===== config.mk =====
export PLATFORM = sky130hd
export DESIGN_NAME = sdrv_covox_dac_flat
export DESIGN_NICKNAME = d
export VERILOG_FILES = /design/src/rtl/sdrv_covox_dac_if.sv /design/src/rtl/sdrv_covox_dac.sv /design/src/flat_wrapper.sv
export SDC_FILE = /design/constraint.sdc
export NUM_CORES = 1
export LEC_CHECK = 0
export ABC_CLOCK_PERIOD_IN_PS = 3290
export CORE_ASPECT_RATIO = 0.7
export CORE_MARGIN = 1
export CORE_UTILIZATION = 60
export CTS_BUF_LIST = sky130_fd_sc_hd__clkbuf_2 sky130_fd_sc_hd__clkbuf_4 sky130_fd_sc_hd__clkbuf_8
export CTS_CLUSTER_SIZE = 20
export DETAILED_ROUTE_END_ITERATION = 6
export PLACE_DENSITY = 0.88
export RECOVER_POWER = 25
export SLEW_MARGIN = 20
export SYNTH_ARGS = -nofsm -noshare
export SYNTH_HDL_FRONTEND = slang
export SYNTH_SLANG_ARGS = --single-unit

===== constraint.sdc =====
create_clock -name clk -period 3.29 [get_ports clk]
set_input_delay 0.658 -clock clk [delete_from_list [all_inputs] [get_ports clk]]
set_output_delay 0.658 -clock clk [all_outputs]
set_load 0.02 [all_outputs]

===== src/rtl/sdrv_covox_dac_if.sv =====
// Write-side bus from the I/O port decoder into the Covox/Soundrive DAC block.
// The master drives the port number, the write data and the two decoded strobes.
interface sdrv_covox_dac_if;
    logic [7:0] addr_lo;
    logic [7:0] data_in;
    logic       covox_stb;
    logic       sdrv_stb;

    modport master (
        output addr_lo,
        output data_in,
        output covox_stb,
        output sdrv_stb
    );

    modport slave (
        input addr_lo,
        input data_in,
        input covox_stb,
        input sdrv_stb
    );
endinterface


===== src/rtl/sdrv_covox_dac.sv =====
// Covox + Soundrive sample latches, registered L/R mixer and two first-order
// sigma-delta 1-bit DACs stepped by a programmable clock divider.
module sdrv_covox_dac #(
    parameter int unsigned MOD_DIV   = 1,
    parameter logic [7:0]  RST_LEVEL = 8'h80
) (
    input  logic                clk,
    input  logic                rst,
    sdrv_covox_dac_if.slave     bus,
    output logic                dac_l,
    output logic                dac_r,
    output logic                mod_tick
);
    localparam int unsigned DivW = (MOD_DIV > 1) ? $clog2(MOD_DIV) : 1;
    localparam logic [DivW-1:0] DivLast = DivW'(MOD_DIV - 1);

    logic [7:0]      cvx_q, cvx_d;
    logic [7:0]      ch_a_q, ch_a_d;
    logic [7:0]      ch_b_q, ch_b_d;
    logic [7:0]      ch_c_q, ch_c_d;
    logic [7:0]      ch_d_q, ch_d_d;
    logic [9:0]      sum_l_q, sum_l_d;
    logic [9:0]      sum_r_q, sum_r_d;
    logic [10:0]     acc_l_q, acc_l_d;
    logic [10:0]     acc_r_q, acc_r_d;
    logic [DivW-1:0] div_q, div_d;
    logic            dac_l_q, dac_l_d;
    logic            dac_r_q, dac_r_d;
    logic            mod_tick_q, mod_tick_d;

    always_comb begin
        cvx_d      = cvx_q;
        ch_a_d     = ch_a_q;
        ch_b_d     = ch_b_q;
        ch_c_d     = ch_c_q;
        ch_d_d     = ch_d_q;
        acc_l_d    = acc_l_q;
        acc_r_d    = acc_r_q;
        dac_l_d    = dac_l_q;
        dac_r_d    = dac_r_q;

        if (bus.covox_stb) begin
            cvx_d = bus.data_in;
        end
        if (bus.sdrv_stb) begin
            case (bus.addr_lo)
                8'h0F:   ch_a_d = bus.data_in;
                8'h1F:   ch_b_d = bus.data_in;
                8'h4F:   ch_c_d = bus.data_in;
                8'h5F:   ch_d_d = bus.data_in;
                default: ;
            endcase
        end

        // Mixer runs every clk; the modulator samples whatever sum is current.
        sum_l_d = 10'(ch_a_q) + 10'(ch_b_q) + 10'(cvx_q);
        sum_r_d = 10'(ch_c_q) + 10'(ch_d_q) + 10'(cvx_q);

        div_d      = (div_q == DivLast) ? '0 : div_q + 1'b1;
        mod_tick_d = (div_d == DivLast);

        // Carry out of the 10-bit accumulator is the output bit.
        if (mod_tick_q) begin
            acc_l_d = {1'b0, acc_l_q[9:0]} + {1'b0, sum_l_q};
            acc_r_d = {1'b0, acc_r_q[9:0]} + {1'b0, sum_r_q};
            dac_l_d = acc_l_d[10];
            dac_r_d = acc_r_d[10];
        end
    end

    always_ff @(posedge clk) begin
        if (rst) begin
            cvx_q      <= RST_LEVEL;
            ch_a_q     <= RST_LEVEL;
            ch_b_q     <= RST_LEVEL;
            ch_c_q     <= RST_LEVEL;
            ch_d_q     <= RST_LEVEL;
            sum_l_q    <= '0;
            sum_r_q    <= '0;
            acc_l_q    <= '0;
            acc_r_q    <= '0;
            div_q      <= '0;
            dac_l_q    <= 1'b0;
            dac_r_q    <= 1'b0;
            mod_tick_q <= 1'b0;
        end else begin
            cvx_q      <= cvx_d;
            ch_a_q     <= ch_a_d;
            ch_b_q     <= ch_b_d;
            ch_c_q     <= ch_c_d;
            ch_d_q     <= ch_d_d;
            sum_l_q    <= sum_l_d;
            sum_r_q    <= sum_r_d;
            acc_l_q    <= acc_l_d;
            acc_r_q    <= acc_r_d;
            div_q      <= div_d;
            dac_l_q    <= dac_l_d;
            dac_r_q    <= dac_r_d;
            mod_tick_q <= mod_tick_d;
        end
    end

    assign dac_l    = dac_l_q;
    assign dac_r    = dac_r_q;
    assign mod_tick = mod_tick_q;
endmodule


===== src/flat_wrapper.sv =====
// flat-port wrapper written by rule: the top's interface ports become plain ports
module sdrv_covox_dac_flat 
#(
    parameter int unsigned MOD_DIV   = 1,
    parameter logic [7:0]  RST_LEVEL = 8'h80
)
  (clk, rst, dac_l, dac_r, mod_tick, bus_addr_lo, bus_data_in, bus_covox_stb, bus_sdrv_stb);
  sdrv_covox_dac_if bus_i ();
  input  logic clk;
  input  logic rst;
  output logic dac_l;
  output logic dac_r;
  output logic mod_tick;
  input wire logic [$bits(bus_i.addr_lo)-1:0] bus_addr_lo;
  input wire logic [$bits(bus_i.data_in)-1:0] bus_data_in;
  input wire logic [$bits(bus_i.covox_stb)-1:0] bus_covox_stb;
  input wire logic [$bits(bus_i.sdrv_stb)-1:0] bus_sdrv_stb;
  assign bus_i.addr_lo = bus_addr_lo;
  assign bus_i.data_in = bus_data_in;
  assign bus_i.covox_stb = bus_covox_stb;
  assign bus_i.sdrv_stb = bus_sdrv_stb;
  sdrv_covox_dac #(.MOD_DIV(MOD_DIV), .RST_LEVEL(RST_LEVEL)) u_core (.clk(clk), .rst(rst), .bus(bus_i), .dac_l(dac_l), .dac_r(dac_r), .mod_tick(mod_tick));
endmodule

==> insert_results.sql <==
INSERT INTO impl_metrics (metric_group, metric, value, unit) VALUES
('clock_tree', 'tritoncts', 'yes', ''),
('pwr', 'p_comb_share', '10.3', '%'),
('sta', 'report.final.setup_viol', '0', ''),
('synthesis', 'ys_seq_elements', '83', ''),
('worst_setup_path', 'ff2ff_setup_slack', '0.47', 'ns'),
('clock_tree', 'post_cts.repair.setup_buffers', '0', ''),
('sta', 'post_layout_minimum_cycle_time', '2.82', 'ns'),
('cells_and_area', 'sequential_cell_area', '0.00166', 'mm²'),
('clock_tree', 'cts_resized', '0', ''),
('pwr', 'power.density_cell_area', '398', 'mW/mm²'),
('global_routing', 'antenna_violations_before_repair', '0', ''),
('placed_design', 'io_buffers', '22', ''),
('synthesis', 'yosys.cell_types.count', '50', ''),
('die', 'core', '0.00748', 'mm²'),
('worst_setup_path', 'crit_chain', 'ha_1, inv_1, fa_1, nor2b_1, o21ai_1, a21oi_1, nor2_1, xnor2_1, ha_1, o21ai_0, a21oi_1, or3_1, a21oi_1', ''),
('cells_and_area', 'footprint_of_the_multi_input_gates', '0.00296', 'mm²'),
('clock_tree', 'cts.clk_slew.worst_paths', '0.08', 'ns'),
('job', 'maxCapViolations', '0', ''),
('worst_setup_path', 'worst_setup_path_start_kind', 'flop', ''),
('detailed_routing', 'route.final.wire_length', '10200', 'µm'),
('synthesis', 'number_of_enable_flip_flop_cells_after_synthesis', '0', ''),
('placed_design', 'globalplace.congestion', '0.854', ''),
('synthesis', 'post_synth.cell_area_avg', '9.14', 'µm²'),
('sta', 'fmaxAchievable', '354', 'MHz'),
('worst_setup_path', 'cpMostUsedCell', 'a21oi_1', ''),
('cells_and_area', 'layout.cell_area.non_filler', '0.00527', 'mm²'),
('clock_tree', 'cts_inserted_buffers', '9', ''),
('cells_and_area', 'finish.utilization', '70.4', '%'),
('clock_tree', 'htreeDepth', '3', ''),
('detailed_routing', 'drt_pre_antenna_iters', '6', ''),
('worst_setup_path', 'cpMaxStageDelayCell', 'fa_1', ''),
('sta', 'worst_slew_pin_slew', '1.21', 'ns'),
('synthesis', 'most_common_cell_in_the_netlist', 'dfxtp_1', ''),
('worst_setup_path', 'critPathCapture', 'u_core.sum_r_q[8]$_SDFF_PP0_', ''),
('die', 'starting_density', '63.6', '%'),
('worst_setup_path', 'crit_path_max_fanout', '2', ''),
('die', 'std_cell_rows', '26', ''),
('synthesis', 'synthTopCellsByArea', 'dfxtp_1, ha_1, mux2i_1', ''),
('detailed_routing', 'drtAntennaViolNets', '0', ''),
('sta', 'rsz0062_at_grt', 'false', ''),
('worst_setup_path', 'worstReg2RegStart', 'u_core.ch_d_q[0]$_SDFFE_PP0P_', ''),
('placed_design', 'dpl_cell_area', '0.00505', 'mm²'),
('sta', 'timing.final.crit_share', '85.7', '%'),
('die', 'die-height', '76.5', 'µm'),
('sta', 'clock_skew', '0.0116', 'ns'),
('global_routing', 'number_of_global_route_vias_before_repair', '3754', ''),
('cells_and_area', 'area_growth_syn_to_layout', '10.6', '%'),
('sta', 'final-hold-violation-count', '0', ''),
('sta', 'timing.max_slew.rel_slack', '19.3', '%'),
('sta', 'fin_hold_ws', '0.467', 'ns'),
('pwr', 'power.sequential.fraction', '50.7', '%'),
('worst_setup_path', 'worst-path-buf-inv', '1', ''),
('cells_and_area', 'fin_nets', '620', ''),
('synthesis', 'yosysTopAreaCell', 'dfxtp_1', ''),
('detailed_routing', 'vias', '3769', ''),
('pwr', 'power.switching_fraction', '24.3', '%'),
('worst_setup_path', 'worst-r2r-cell-count', '13', ''),
('global_routing', 'grt.total_usage', '26.1', '%'),
('die', 'pin_count', '23', ''),
('worst_setup_path', 'timing.setup.critical_path_class', 'reg -> reg', ''),
('synthesis', 'syn-cell-area', '0.00476', 'mm²'),
('pwr', 'cell_internal_pwr', '1.58', 'mW'),
('outcome', 'outcome', 'complete, no violations', ''),
('cells_and_area', 'n_fill_cell', '593', ''),
('cells_and_area', 'final_cell_count_no_fill', '642', ''),
('detailed_routing', 'vias_per_cell', '5.87', ''),
('die', 'floorplan.die.width', '108', 'µm'),
('synthesis', 'post_synth_arst_share', '0', '%'),
('clock_tree', 'cts_buffer_depth', '2', ''),
('synthesis', 'ys_dominant_reg_cell', 'dfxtp_1', ''),
('synthesis', 'synth_sequential_area_ratio', '34.9', '%');
## sequential cells by signal, summed over array words and instances (netlist names)
signal	count
u_core.ch_b_q	8
u_core.acc_r_q	10
u_core.dac_l	1
u_core.ch_a_q	8
u_core.ch_c_q	8
u_core.cvx_q	8
u_core.sum_r_q	10
u_core.ch_d_q	8
u_core.sum_l_q	10
u_core.dac_r	1
u_core.mod_tick	1
u_core.acc_l_q	10
## worst min path at each step
| stage | start | end | slack, ns | cells past startpoint |
|---|---|---|---|---|
| 2_1_floorplan | u_core.ch_c_q[0]$_SDFFE_PP0P_ | u_core.ch_c_q[0]$_SDFFE_PP0P_ | 0.44 | 2 |
| 3_3_place_gp | u_core.ch_c_q[6]$_SDFFE_PP0P_ | u_core.ch_c_q[6]$_SDFFE_PP0P_ | 0.44 | 2 |
| 3_5_place_dp | u_core.ch_c_q[0]$_SDFFE_PP0P_ | u_core.ch_c_q[0]$_SDFFE_PP0P_ | 0.45 | 2 |
| 4_1_cts | u_core.ch_c_q[0]$_SDFFE_PP0P_ | u_core.ch_c_q[0]$_SDFFE_PP0P_ | 0.47 | 2 |
| 5_1_grt | u_core.ch_c_q[0]$_SDFFE_PP0P_ | u_core.ch_c_q[0]$_SDFFE_PP0P_ | 0.49 | 2 |
| 6_report | u_core.ch_c_q[0]$_SDFFE_PP0P_ | u_core.ch_c_q[0]$_SDFFE_PP0P_ | 0.47 | 2 |
## kinds of logic after synthesis
| kind of cell | after synthesis | share of synthesized area (%) |
|---|---|---|
| xor gates and xnor gates | 34 | 6.26 |
| muxes | 40 | 8.44 |
| and+or+nand+nor | 173 | 17.7 |
| DFF | 83 | 34.9 |
| AOI/OAI and AO/OA | 96 | 13.2 |
| buffers and inverters | 35 | 2.81 |
| adders and majority gates | 60 | 16.7 |
## cells in the final DEF (no fill, tap or decap), types with 3 or more instances in the layout
| master | synthesis | final |
|---|---|---|
| a211oi_1 | 9 | 9 |
| a21o_1 | 6 | 6 |
| a21oi_1 | 28 | 28 |
| and4_1 | 3 | 3 |
| clkbuf_8 | 0 | 10 |
| clkdlybuf4s50_1 | 0 | 21 |
| dfxtp_1 | 83 | 83 |
| fa_1 | 6 | 6 |
| ha_1 | 54 | 54 |
| inv_1 | 19 | 19 |
| mux2i_1 | 39 | 39 |
| nand2_1 | 35 | 35 |
| nand2b_1 | 6 | 6 |
| nand3_1 | 5 | 5 |
| nand4_1 | 3 | 3 |
| nor2_1 | 76 | 76 |
| nor2b_1 | 16 | 16 |
| nor3_1 | 10 | 10 |
| nor3b_1 | 3 | 3 |
| o21a_1 | 7 | 7 |
| o21ai_0 | 9 | 9 |
| o21ai_1 | 10 | 10 |
| o22ai_1 | 4 | 4 |
| o31ai_1 | 3 | 3 |
| or3_1 | 5 | 5 |
| or4_1 | 3 | 3 |
| xnor2_1 | 23 | 23 |
| xor2_1 | 11 | 11 |
## worst min-delay path: cells and delay by family, from the launching register on
family           cells  cell delay, ns
AND/OR/NAND/NOR      1            0.05
flip-flops           1            0.32
AO/OA/AOI/OAI        1            0.05
## power by group through the flow
stage | clock network (mW) | logic [mW] | registers (mW)
after floorplan | 0 | 0.144 | 1.08
after global placement | 0 | 0.202 | 1.08
after global routing | 0.876 | 0.238 | 1.06
after detailed placement | 0 | 0.213 | 1.08
final | 0.817 | 0.215 | 1.06
after CTS | 0.832 | 0.215 | 1.06
## stage by stage
step | power (mW) | setup WS [ns]
global placement | 1.28 | 0.674
CTS | 2.11 | 0.479
finish | 2.09 | 0.469
detailed placement | 1.30 | 0.509
global route | 2.18 | 0.221
floorplan | 1.22 | 0.766
## layout make-up
cell class	count	share of cell area [%]
timing repair buffer	24	4.30
clock buffer	11	2.76
tap	98	2.33
sequential	83	31.6
clock inverter	4	1.43
inverter	19	1.35
multi-input combinational	403	56.3
## layer usage
layer	routed length, µm	vias to the layer above	GRT usage (%)
met5	0	-	0
met4	100	0	6.62
met3	618	16	6.76
met2	4870	82	42.7
met1	4590	1810	34.2
li1	-	1861	-
No activity file was read; power rests on OpenSTA's default activity.
